### src/rtl/imm_gen_pipe_if.sv
// Handshake bundle for imm_gen_pipe: instruction/format/tag in, extended immediate/tag out.
// Carries out_err when IMM_GEN_ERR_EN is defined.
interface imm_gen_pipe_if #(
    parameter int unsigned XLEN  = 32,
    parameter int unsigned TAG_W = 5
);
    logic             in_valid;
    logic             in_ready;
    logic [31:0]      in_instr;
    logic [2:0]       in_src;
    logic [TAG_W-1:0] in_tag;
    logic             out_valid;
    logic             out_ready;
    logic [XLEN-1:0]  out_imm;
    logic [TAG_W-1:0] out_tag;
`ifdef IMM_GEN_ERR_EN
    logic             out_err;

    modport master (
        output in_valid, in_instr, in_src, in_tag, out_ready,
        input  in_ready, out_valid, out_imm, out_tag, out_err
    );
    modport slave (
        input  in_valid, in_instr, in_src, in_tag, out_ready,
        output in_ready, out_valid, out_imm, out_tag, out_err
    );
`else
    modport master (
        output in_valid, in_instr, in_src, in_tag, out_ready,
        input  in_ready, out_valid, out_imm, out_tag
    );
    modport slave (
        input  in_valid, in_instr, in_src, in_tag, out_ready,
        output in_ready, out_valid, out_imm, out_tag
    );
`endif
endinterface

### src/rtl/imm_gen_pipe.sv
// Pipelined immediate generator with a head/skid two-entry buffer, flush and tag sideband.
// Optional IMM_GEN_ERR_EN adds a per-entry out_err flag for reserved format codes.
module imm_gen_pipe #(
    parameter int unsigned XLEN  = 32,
    parameter int unsigned TAG_W = 5
) (
    input logic           clk,
    input logic           reset,
    input logic           flush,
    imm_gen_pipe_if.slave bus
);

    typedef enum logic [1:0] {StEmpty, StOne, StTwo} count_e;

    typedef struct packed {
        logic [XLEN-1:0]  imm;
        logic [TAG_W-1:0] tag;
`ifdef IMM_GEN_ERR_EN
        logic             err;
`endif
    } entry_t;

    count_e count_q, count_d;
    entry_t head_q, head_d;
    entry_t skid_q, skid_d;
    entry_t new_entry;
    logic   in_ready_q;
    logic   push, pop, out_valid;
    logic   s;
    logic   src_err;
    logic   [31:0] imm32;
    logic   unused_opcode;

    assign s             = bus.in_instr[31];
    assign unused_opcode = ^bus.in_instr[6:0];

    always_comb begin
        imm32   = '0;
        src_err = 1'b0;
        case (bus.in_src)
            3'b000:  imm32 = {{20{s}}, bus.in_instr[31:20]};
            3'b001:  imm32 = {{20{s}}, bus.in_instr[31:25], bus.in_instr[11:7]};
            3'b010:  imm32 = {{19{s}}, bus.in_instr[31], bus.in_instr[7],
                              bus.in_instr[30:25], bus.in_instr[11:8], 1'b0};
            3'b011:  imm32 = {{11{s}}, bus.in_instr[31], bus.in_instr[19:12],
                              bus.in_instr[20], bus.in_instr[30:21], 1'b0};
            3'b100:  imm32 = {bus.in_instr[31:12], 12'b0};
            3'b101:  imm32 = {27'b0, bus.in_instr[19:15]};
            default: begin
                imm32   = '0;
                src_err = 1'b1;
            end
        endcase
    end

    // imm32[31] already holds the correct fill bit (0 for Z and reserved codes).
    always_comb begin
        new_entry     = '0;
        new_entry.imm = XLEN'(signed'(imm32));
        new_entry.tag = bus.in_tag;
`ifdef IMM_GEN_ERR_EN
        new_entry.err = src_err;
`endif
    end

`ifndef IMM_GEN_ERR_EN
    logic unused_src_err;
    assign unused_src_err = src_err;
`endif

    assign out_valid = (count_q != StEmpty);
    assign push      = bus.in_valid & in_ready_q;
    assign pop       = out_valid & bus.out_ready;

    always_comb begin
        count_d = count_q;
        head_d  = head_q;
        skid_d  = skid_q;
        if (flush) begin
            // Flush wins over pop and discards a concurrent push; stale data is left in place.
            count_d = StEmpty;
        end else begin
            case (count_q)
                StEmpty: begin
                    if (push) begin
                        head_d  = new_entry;
                        count_d = StOne;
                    end
                end
                StOne: begin
                    if (push && !pop) begin
                        skid_d  = new_entry;
                        count_d = StTwo;
                    end else if (push && pop) begin
                        head_d  = new_entry;
                    end else if (pop) begin
                        count_d = StEmpty;
                    end
                end
                StTwo: begin
                    if (pop) begin
                        head_d  = skid_q;
                        count_d = StOne;
                    end
                end
                default: count_d = StEmpty;
            endcase
        end
    end

    always_ff @(posedge clk or posedge reset) begin
        if (reset) begin
            count_q    <= StEmpty;
            head_q     <= '0;
            skid_q     <= '0;
            in_ready_q <= 1'b1;
        end else begin
            count_q    <= count_d;
            head_q     <= head_d;
            skid_q     <= skid_d;
            in_ready_q <= (count_d != StTwo);
        end
    end

    assign bus.in_ready  = in_ready_q;
    assign bus.out_valid = out_valid;
    assign bus.out_imm   = head_q.imm;
    assign bus.out_tag   = head_q.tag;
`ifdef IMM_GEN_ERR_EN
    assign bus.out_err   = head_q.err;
`endif

endmodule

### src/flat_wrapper.sv
// flat-port wrapper written by rule: the top's interface ports become plain ports
module imm_gen_pipe_flat 
#(
    parameter int unsigned XLEN  = 32,
    parameter int unsigned TAG_W = 5
)
  (clk, reset, flush, bus_in_valid, bus_in_instr, bus_in_src, bus_in_tag, bus_out_ready, bus_in_ready, bus_out_valid, bus_out_imm, bus_out_tag);
  imm_gen_pipe_if #(.XLEN(XLEN), .TAG_W(TAG_W)) bus_i ();
  input logic clk;
  input logic reset;
  input logic flush;
  input wire logic [$bits(bus_i.in_valid)-1:0] bus_in_valid;
  input wire logic [$bits(bus_i.in_instr)-1:0] bus_in_instr;
  input wire logic [$bits(bus_i.in_src)-1:0] bus_in_src;
  input wire logic [$bits(bus_i.in_tag)-1:0] bus_in_tag;
  input wire logic [$bits(bus_i.out_ready)-1:0] bus_out_ready;
  output wire logic [$bits(bus_i.in_ready)-1:0] bus_in_ready;
  output wire logic [$bits(bus_i.out_valid)-1:0] bus_out_valid;
  output wire logic [$bits(bus_i.out_imm)-1:0] bus_out_imm;
  output wire logic [$bits(bus_i.out_tag)-1:0] bus_out_tag;
  assign bus_i.in_valid = bus_in_valid;
  assign bus_i.in_instr = bus_in_instr;
  assign bus_i.in_src = bus_in_src;
  assign bus_i.in_tag = bus_in_tag;
  assign bus_i.out_ready = bus_out_ready;
  assign bus_in_ready = bus_i.in_ready;
  assign bus_out_valid = bus_i.out_valid;
  assign bus_out_imm = bus_i.out_imm;
  assign bus_out_tag = bus_i.out_tag;
  imm_gen_pipe #(.XLEN(XLEN), .TAG_W(TAG_W)) u_core (.clk(clk), .reset(reset), .flush(flush), .bus(bus_i));
endmodule
### config.mk
export PLATFORM = sky130hd
export DESIGN_NAME = imm_gen_pipe_flat
export DESIGN_NICKNAME = d
export VERILOG_FILES = /design/src/rtl/imm_gen_pipe_if.sv /design/src/rtl/imm_gen_pipe.sv /design/src/flat_wrapper.sv
export SDC_FILE = /design/constraint.sdc
export NUM_CORES = 1
export LEC_CHECK = 0
export BUFFER_PORTS_ARGS = -buffer_cell sky130_fd_sc_hd__buf_2
export CAP_MARGIN = 20
export CORE_MARGIN = 8
export CORE_UTILIZATION = 35
export CTS_CLUSTER_DIAMETER = 40
export DETAILED_ROUTE_END_ITERATION = 8
export PLACE_DENSITY = 0.63
export SETUP_SLACK_MARGIN = 0.2
export SLEW_MARGIN = 20
export SYNTH_ARGS = -nofsm -noshare
export SYNTH_HDL_FRONTEND = slang
export SYNTH_SLANG_ARGS = --single-unit
export TNS_END_PERCENT = 50
### constraint.sdc
create_clock -name clk -period 2.95 [get_ports clk]
set_clock_uncertainty 0.2 [all_clocks]
set_input_delay 0.59 -clock clk [delete_from_list [all_inputs] [get_ports clk]]
set_output_delay 0.59 -clock clk [all_outputs]
set_load 0.02 [all_outputs]
==> results of run 1 <==
-- registers in the layout, indices dropped and copies added (netlist names) --
name                 flops
u_core.skid_q           37
u_core.bus.out_imm      32
u_core.bus.out_tag       5
u_core.count_q           2
u_core.bus.in_ready      1
-- final timing paths --
kind / startpoint / endpoint / slack [ns] / cells past startpoint
setup reg to reg: u_core.bus.in_ready / u_core.bus.out_imm[8] / 0.89 / 5
max in group asynchronous: reset / u_core.skid_q[20] / 1.48 / 4
setup / recovery: u_core.bus.in_ready / u_core.bus.out_imm[8] / 0.89 / 5
min in group asynchronous: reset / u_core.bus.out_imm[7] / 0.53 / 3
hold / removal: flush / u_core.count_q[0] / 0.26 / 2
hold reg to reg: u_core.skid_q[21] / u_core.skid_q[21] / 0.27 / 1
-- area by class of cell --
class	count	area, sq um
Fill cell	1075	6165
Sequential cell	77	1928
Multi-Input combinational cell	282	1794
Timing Repair Buffer	89	505.5
Clock buffer	11	242.7
Tap cell	140	175.2
Clock inverter	5	106.4
Inverter	4	18.77
-- Yosys cell counts (2+ instances only) --
master	instances	share of area, %
a211o_1	2	0.44
a211oi_1	5	0.95
a211oi_2	5	1.6
a21o_1	14	2.7
a21oi_1	18	2.3
a21oi_2	5	1.1
a221oi_2	3	1.1
a31oi_1	25	4.0
and3_1	4	0.63
and4b_1	3	0.76
buf_2	16	2.0
buf_4	2	0.38
buf_6	8	2.3
clkbuf_1	6	0.57
dfrtp_1	76	48
inv_1	4	0.38
mux2_1	5	1.4
mux2_2	8	2.3
mux2_4	8	3.0
mux2i_1	2	0.51
nand2_1	57	5.4
nand2b_1	15	2.4
nor2_1	29	2.8
nor2b_1	3	0.48
o211a_1	4	1.0
o21ai_0	31	3.9
o21ai_1	14	1.8
o31ai_1	2	0.38
-- what timing repair did --
item	CTS	global route
resized for setup	0	0
hold endpoints to repair	7	0
hold buffers	1	0
-- power breakdown --
part | leakage, nW | internal (mW) | switching, mW
Clock | 0.166 | 0.853 | 0.437
Sequential | 0.977 | 1.28 | 0.112
Combinational | 1.16 | 0.290 | 0.407
-- worst max-delay path: cells and delay by family, from the launching register on --
family,cells,cell delay [ns]
AO/OA/AOI/OAI,2,0.58
flip-flops,1,0.54
buffers and inverters,1,0.34
AND/OR/NAND/NOR,2,0.32
-- placed cells by master, fill, tap and decap left out, types with 4 or more instances in the layout --
cell,n
buf_2,76
dfrtp_1,76
nand2_1,57
o21ai_0,31
nor2_1,29
a31oi_1,25
a21oi_1,18
nand2b_1,14
o21ai_1,14
a21o_1,14
buf_4,10
clkbuf_16,9
mux2_2,8
mux2_4,8
mux2_1,5
a211oi_1,5
a21oi_2,5
a211oi_2,5
and3_1,4
o211a_1,4
-- per-stage QoR --
step | power [mW] | cell area [sq um] | hold slack (ns)
4_1_cts | 3.409 | 4771 | 0.2526
6_report | 3.377 | 4771 | 0.2617
2_1_floorplan | 1.879 | 3950 | 0.2300
3_3_place_gp | 2.091 | 4412 | 0.2422
3_5_place_dp | 2.116 | 4412 | 0.2559
5_1_grt | 3.549 | 4771 | 0.2601
-- per-layer routing --
metal / vias up / GRT usage, % / wire length (um)
met3: 11 / 4.766 / 675
li1: 1538 / - / -
met4: 2 / 3.503 / 99
met5: - / 0 / 10
met1: 1479 / 16.95 / 4417
met2: 77 / 21.66 / 4744
-- kinds of logic (layout without fill, tap and decap cells) --
kind of cell    count (synthesis)  count (layout)  synth area share, %
simple gates                  123             123                15.09
flops                          77              77                48.86
mux                            23              23                7.261
compound gates                135             135                22.83
buf+inv                        37             109                5.739
xor+xnor                        1               1               0.2220
==> flow_metrics.tcl, run 1 <==
set metrics [dict create \
    vias 3107 \
    dp_slack_ns 0.6110 \
    ys_seq_area_share_pct 48.86 \
    critPathCaptureType "register" \
    wire_per_inst_um 16.36 \
    power_density_nw_per_um2 707.9 \
    ant_nets 0 \
    synth_nets 441 \
    clkTransAtPathRegs_ns 0.06 \
    syn2layout_area_growth_pct 20.89 \
    synth_cell_type_count 50 \
    path_cells "and3b_1 > a31o_2 > buf_4 > nor2_1 > a31oi_1" \
    avgViaCountPerCell 5.110 \
    hold_viol 0 \
    critical_path_class "reg2reg" \
    fin_util_pct 43.63 \
    slew-limit-headroom_pct 56.33 \
    fin_cells 608 \
    slowest_delay_ns 0.54 \
    first_pass_iters 5 \
    drive_gt1_share_pct 30.34 \
    avgSynthCellArea_sq_um 9.965 \
    nets 508 \
    dp_cells 591 \
    crit_slowest_cell "dfstp_2" \
    fp.dieW_um 122.2 \
    fp.dieH_um 122.2 \
    startpoint_type "register" \
    cts_buffer_depth 2 \
    cts_tree "yes" \
    numCtsBuffers 9 \
    synth_ff_type "dfrtp_1" \
    rows 38 \
    period_minus_slack_ns 2.060 \
    first_iter_violations 164 \
    syn_area_sq_um 3946 \
    grt_pass1_wl_mm 16.09 \
    cts.htree.levels 3 \
    status "finished, final reports clean" \
    io_pins 84 \
    grt_max_degree 66 \
    drc 0 \
    worstPathRequired_ns 3.00 \
    initial_core_util_pct 36.09 \
    leakage_nw 2.305 \
    ys_ff_latch 77 \
    dp_hpwl_mm 7.086 \
    diodes 0 \
    max_freq_mhz 485.4 \
    grt_overflow 0 \
    synthArstFlopShare_pct 100.0 \
    worstHoldPathType "in2reg" \
    dieArea_sq_um 14930 \
    worst_slack_ns 0.8899 \
    drv_cap 0 \
    antenna_found_initial 1 \
    postCtsSetupBuffers 0 \
    rsz0062_at_grt "false" \
    yosysWarningCount 0 \
    clock-root-buffer "clkbuf_16" \
    setup_viol 0 \
    io_buffers 76 \
    wl_mm 9.946 \
    vdd_drop_max_v 0.0003636 \
    path_max_fanout 26 \
    grt.total_usage_pct 13.50 \
    worst_slew_pin_slew_ns 0.6521 \
    finalCritPeriodShare_pct 69.83 \
    syn-instance-count 396 \
    arrival_ns 2.11 \
    clk_latency_ns 0.33 \
    synth-edff-count 0 \
    grt_pass1_vias 3161 \
    clock_sinks 77 \
    final.setup.tns_ns 0 \
    core_sq_um 10940 \
    maxSlewViolCount 0 \
    gp_congestion 0.7519 \
]
Power figures use the tool's default switching activity.
==> run 2: changes to the inputs <==
- clock period: 2.95 -> 1.9 ns (I/O delays scaled with it)
==> flow_metrics.tcl, run 2 (synthesis gave the netlist of run 1 again) <==
set metrics [dict create \
    status "finished, final reports clean" \
    cts_tree "yes" \
    drv_cap 0 \
    clock_sinks 77 \
    grt.total_usage_pct 14.14 \
    critPathCaptureType "register" \
    rows 38 \
    io_pins 84 \
    critPathLaunch "u_core.bus.in_ready" \
    nets 524 \
    max_freq_mhz 555.1 \
    wire_per_inst_um 16.63 \
    clk_latency_ns 0.33 \
    vias 3206 \
    period_minus_slack_ns 1.801 \
    leakage_nw 2.410 \
    fin_util_pct 45.70 \
    endpoint "u_core.bus.out_imm[20]" \
    r2r_cells 4 \
    io_buffers 76 \
    slew-limit-headroom_pct 60.35 \
    first_pass_iters 7 \
    wl_mm 10.38 \
    finalPower_mw 5.021 \
    finalCritPeriodShare_pct 94.81 \
    power_density_nw_per_um2 1005 \
    reg2reg_from "u_core.bus.in_ready" \
    avgViaCountPerCell 5.138 \
    ant_nets 0 \
    worstPathRequired_ns 1.92 \
    r2r_slack_ns 0.1 \
    whs_ns 0.03983 \
    gp_congestion 0.7919 \
    dp_slack_ns -0.2153 \
    dieArea_sq_um 14930 \
    first_iter_violations 217 \
    path_max_fanout 6 \
    largest_reg_flops 37 \
    worst_slew_pin_slew_ns 0.5920 \
    seq_area_sq_um 1928 \
    fp.dieH_um 122.2 \
    layout_commonest_cell "dfrtp_1" \
    critical_path_class "reg2reg" \
    grt_overflow 0 \
    grt_pass1_vias 3210 \
    multi_input_area_sq_um 1822 \
    clock-root-buffer "clkbuf_16" \
    startpoint_type "register" \
    worst_slack_ns 0.09856 \
    timing.rr.end "u_core.bus.out_imm[20]" \
    setup_viol 0 \
    maxSlewViolCount 0 \
    fp.dieW_um 122.2 \
    final.setup.tns_ns 0 \
    fillers 1064 \
    core_sq_um 10940 \
    drive_gt1_share_pct 33.68 \
    grt_pass1_wl_mm 16.60 \
    rsz0062_at_grt "true" \
    initial_core_util_pct 36.09 \
    arrival_ns 1.82 \
    diodes 0 \
    top_register "u_core.skid_q" \
    drc 0 \
    antenna_found_initial 0 \
    grt_max_degree 78 \
    final_cell_mix "76 x dfrtp_1, 75 x buf_2, 57 x nand2_1, 29 x nor2_1" \
    dp_hpwl_mm 7.270 \
    worstHoldPathType "in2reg" \
    syn2layout_area_growth_pct 26.63 \
    hold_viol 0 \
    cts.htree.levels 3 \
    numCtsBuffers 9 \
    vdd_drop_max_v 0.0003858 \
    clkTransAtPathRegs_ns 0.06 \
    cts_buffer_depth 2 \
]
## run 2: cell count changes in the layout (fill, tap and decap cells not counted), moves of 5 or more
cell	before	now
o21ai_1	14	20
o21ai_0	31	25
buf_4	10	15
buf_12	2	10
## run 2: worst max-delay path, stage by stage (launching register included)
cell and delay, ns:
dfstp_2 0.54, and3b_2 0.24, a31o_4 0.25, buf_8 0.15, mux2_4 0.30
## run 2: what timing repair did
item,4_1_cts,5_1_grt
gates cloned,0,1
gates resized for setup,14,7
setup buffers,2,0
setup endpoints to repair,62,68
endpoints found under the hold margin,76,0
hold buffers,1,0
pin swaps,2,1
## run 2: how the worst min path moves through the flow
stage	start	to	slack [ns]	depth (start not counted)
after global routing	flush	u_core.count_q[0]	0.03	2
after global placement	u_core.skid_q[6]	u_core.skid_q[6]	0.24	2
final	flush	u_core.count_q[0]	0.04	2
after detailed placement	u_core.skid_q[6]	u_core.skid_q[6]	0.25	2
after CTS	flush	u_core.count_q[0]	0.03	2
after floorplan	u_core.skid_q[6]	u_core.skid_q[6]	0.23	2
## run 2: per-layer routing
layer / up-vias / GRT usage, % / part of all wire, %
met5: - / 0 / 0
met4: 0 / 3.656 / 0.69
met3: 8 / 5.044 / 7.1
met2: 87 / 22.45 / 48
met1: 1537 / 17.95 / 44
li1: 1574 / - / -
## run 2: per-stage QoR
step,cells,instance area (sq um)
global placement,604,4584
detailed placement,604,4584
global route,624,4997
finish,624,4997
floorplan,396,3950
CTS,623,4965
## run 2: layout make-up
cell class | count | area share, %
clock buffers | 10 | 4.582
inverters | 4 | 0.3756
multi-input cells | 282 | 36.45
well taps | 140 | 3.505
clock inverters | 6 | 1.277
repair buffers | 105 | 15.22
flip-flops and latches | 77 | 38.58
## run 2: power by group
| part | total, mW | switching (mW) | internal [mW] |
|---|---|---|---|
| registers | 2.17 | 0.183 | 1.99 |
| logic | 1.16 | 0.656 | 0.508 |
| clock network | 1.69 | 0.674 | 1.01 |
| total | 5.02 | 1.51 | 3.51 |
==> run 3: changes to the inputs <==
- GPL_TIMING_DRIVEN: unset -> 0
- PLACE_DENSITY: 0.63 -> 0.65
- clock period: 1.9 -> 1.5 ns (I/O delays scaled with it)
==> flow_metrics.tcl, run 3 (synthesis gave the netlist of run 1 again) <==
set metrics [dict create \
    slew-limit-headroom_pct 58.38 \
    leakage_nw 2.630 \
    switching_share_pct 29.48 \
    fillers 980 \
    finalCritPeriodShare_pct 119.8 \
    rows 38 \
    rsz0062_at_grt "true" \
    antenna_found_initial 1 \
    clock_sinks 77 \
    ant_nets 0 \
    max_freq_mhz 556.5 \
    p_comb_share_pct 25.2 \
    setup_viol 78 \
    io_pins 84 \
    avgViaCountPerCell 5.400 \
    pwr-share-seq_pct 40.5 \
    grt_pass1_vias 3630 \
    worst_slew_pin_slew_ns 0.6229 \
    place_area_sq_um 4544 \
    io_buffers 74 \
    core_sq_um 10940 \
    internal-power_mw 4.890 \
    maxSlewViolCount 0 \
    numCtsBuffers 9 \
    fp.dieH_um 122.2 \
    drv_cap 0 \
    clock-root-buffer "clkbuf_16" \
    arrival_ns 1.82 \
    critPathCaptureType "register" \
    diodes 0 \
    power_density_nw_per_um2 1249 \
    multi_input_area_sq_um 1954 \
    final.setup.tns_ns -17.27 \
    violations "hold timing, setup timing" \
    nets 548 \
    switching_power_mw 2.044 \
    dp_cells 612 \
    whs_ns -0.1680 \
    cts_tree "yes" \
    critical_path_class "reg2reg" \
    drc 0 \
    syn2layout_area_growth_pct 40.65 \
    drive_gt1_share_pct 42.52 \
    clk_latency_ns 0.34 \
    fp.dieW_um 122.2 \
    worst_slack_ns -0.2969 \
    first_iter_violations 290 \
    layout_commonest_cell "dfrtp_1" \
    grt.total_usage_pct 16.69 \
    cts_hold_buf 1 \
    clkTransAtPathRegs_ns 0.06 \
    fin_cells 648 \
    design_area_sq_um 5550 \
    vias 3499 \
    status "finished with violations" \
    worstPathRequired_ns 1.52 \
    worstHoldPathType "in2async" \
    final_cell_mix "75 x dfrtp_1, 52 x buf_2, 45 x buf_6, 45 x nand2_1, 28 x nor2_1" \
    top_register "u_core.skid_q" \
    largest_reg_flops 37 \
    initial_core_util_pct 36.09 \
    seq_area_sq_um 1929 \
    wire_per_inst_um 18.60 \
    grt_max_degree 35 \
    clock_power_share_pct 34.3 \
    cts.htree.levels 3 \
    gp_congestion 0.8192 \
    dieArea_sq_um 14930 \
    dp_hpwl_mm 8.469 \
    hold_viol 23 \
    grt_overflow 0 \
    path_max_fanout 8 \
    first_pass_iters 6 \
    period_minus_slack_ns 1.797 \
    grt_pass1_wl_mm 19.15 \
    startpoint_type "register" \
    vdd_drop_max_v 0.0009226 \
    wl_mm 12.05 \
    finalPower_mw 6.935 \
    cts_buffer_depth 2 \
]
==> run 3: cell types whose count changed in the layout (fill, tap and decap cells not counted), moves of 4 or more <==
cell / change
a21oi_2: +4
o21ai_2: +7
nand2_2: +6
buf_8: +4
a21oi_1: -4
buf_6: +43
nand2_4: +6
buf_12: -8
nand2_1: -12
o21ai_0: -7
buf_2: -23
==> run 3: metrics by stage <==
stage / util, % / setup WS, ns
after global routing: 50.76 / -0.3611
final: 50.76 / -0.2969
after global placement: 41.12 / -0.4300
after CTS: 49.46 / -0.2780
after detailed placement: 41.56 / -0.3769
after floorplan: - / -0.2971
==> run 3: power groups by stage <==
| stage | clock network (mW) | logic, mW | registers [mW] |
|---|---|---|---|
| 3_5_place_dp | 0 | 1.43 | 2.78 |
| 5_1_grt | 2.50 | 1.90 | 2.86 |
| 4_1_cts | 2.41 | 1.70 | 2.78 |
| 6_report | 2.38 | 1.75 | 2.81 |
| 3_3_place_gp | 0 | 1.39 | 2.75 |
| 2_1_floorplan | 0 | 0.709 | 2.99 |
==> run 3: worst paths after layout <==
kind / depth (start not counted) / startpoint / slack (ns) / endpoint
hold reg to reg: 1 / u_core.skid_q[21] / 0.27 / u_core.skid_q[21]
setup reg to reg: 5 / u_core.bus.in_ready / -0.30 / u_core.skid_q[0]
max in group asynchronous: 3 / reset / 0.70 / u_core.bus.out_tag[3]
hold / removal: 2 / reset / -0.17 / u_core.bus.out_imm[29]
setup / recovery: 5 / u_core.bus.in_ready / -0.30 / u_core.skid_q[0]
min in group clk: 2 / bus_in_tag[1] / 0.01 / u_core.skid_q[1]
==> run 3: area by class of cell <==
class	instances	area share [%]
inverters	4	0.3381
flip-flops and latches	77	34.76
repair buffers	97	15.06
plain buffers	32	5.613
clock inverters	6	1.555
well taps	140	3.156
multi-input cells	282	35.21
clock buffers	10	4.306
==> run 3: worst max-delay path, stage by stage, from the launching register on <==
cell and delay, ns:
dfstp_2 0.53, and3b_2 0.21, nand3b_1 0.13, buf_6 0.18
buf_8 0.14, mux2_4 0.29
==> run 3: per-layer routing <==
layer	global-route usage [%]	share of wire [%]
met4	6.550	2.4
met1	19.97	42
met5	0	0.083
met2	27.43	49
met3	5.275	6.9
==> run 3: what timing repair did <==
action | 4_1_cts | 5_1_grt
pin swaps | 5 | 13
hold endpoints to repair | 24 | 23
buffers inserted | 14 | 1
gates cloned | 4 | 1
resized for setup | 111 | 43
setup endpoints to repair | 116 | 116
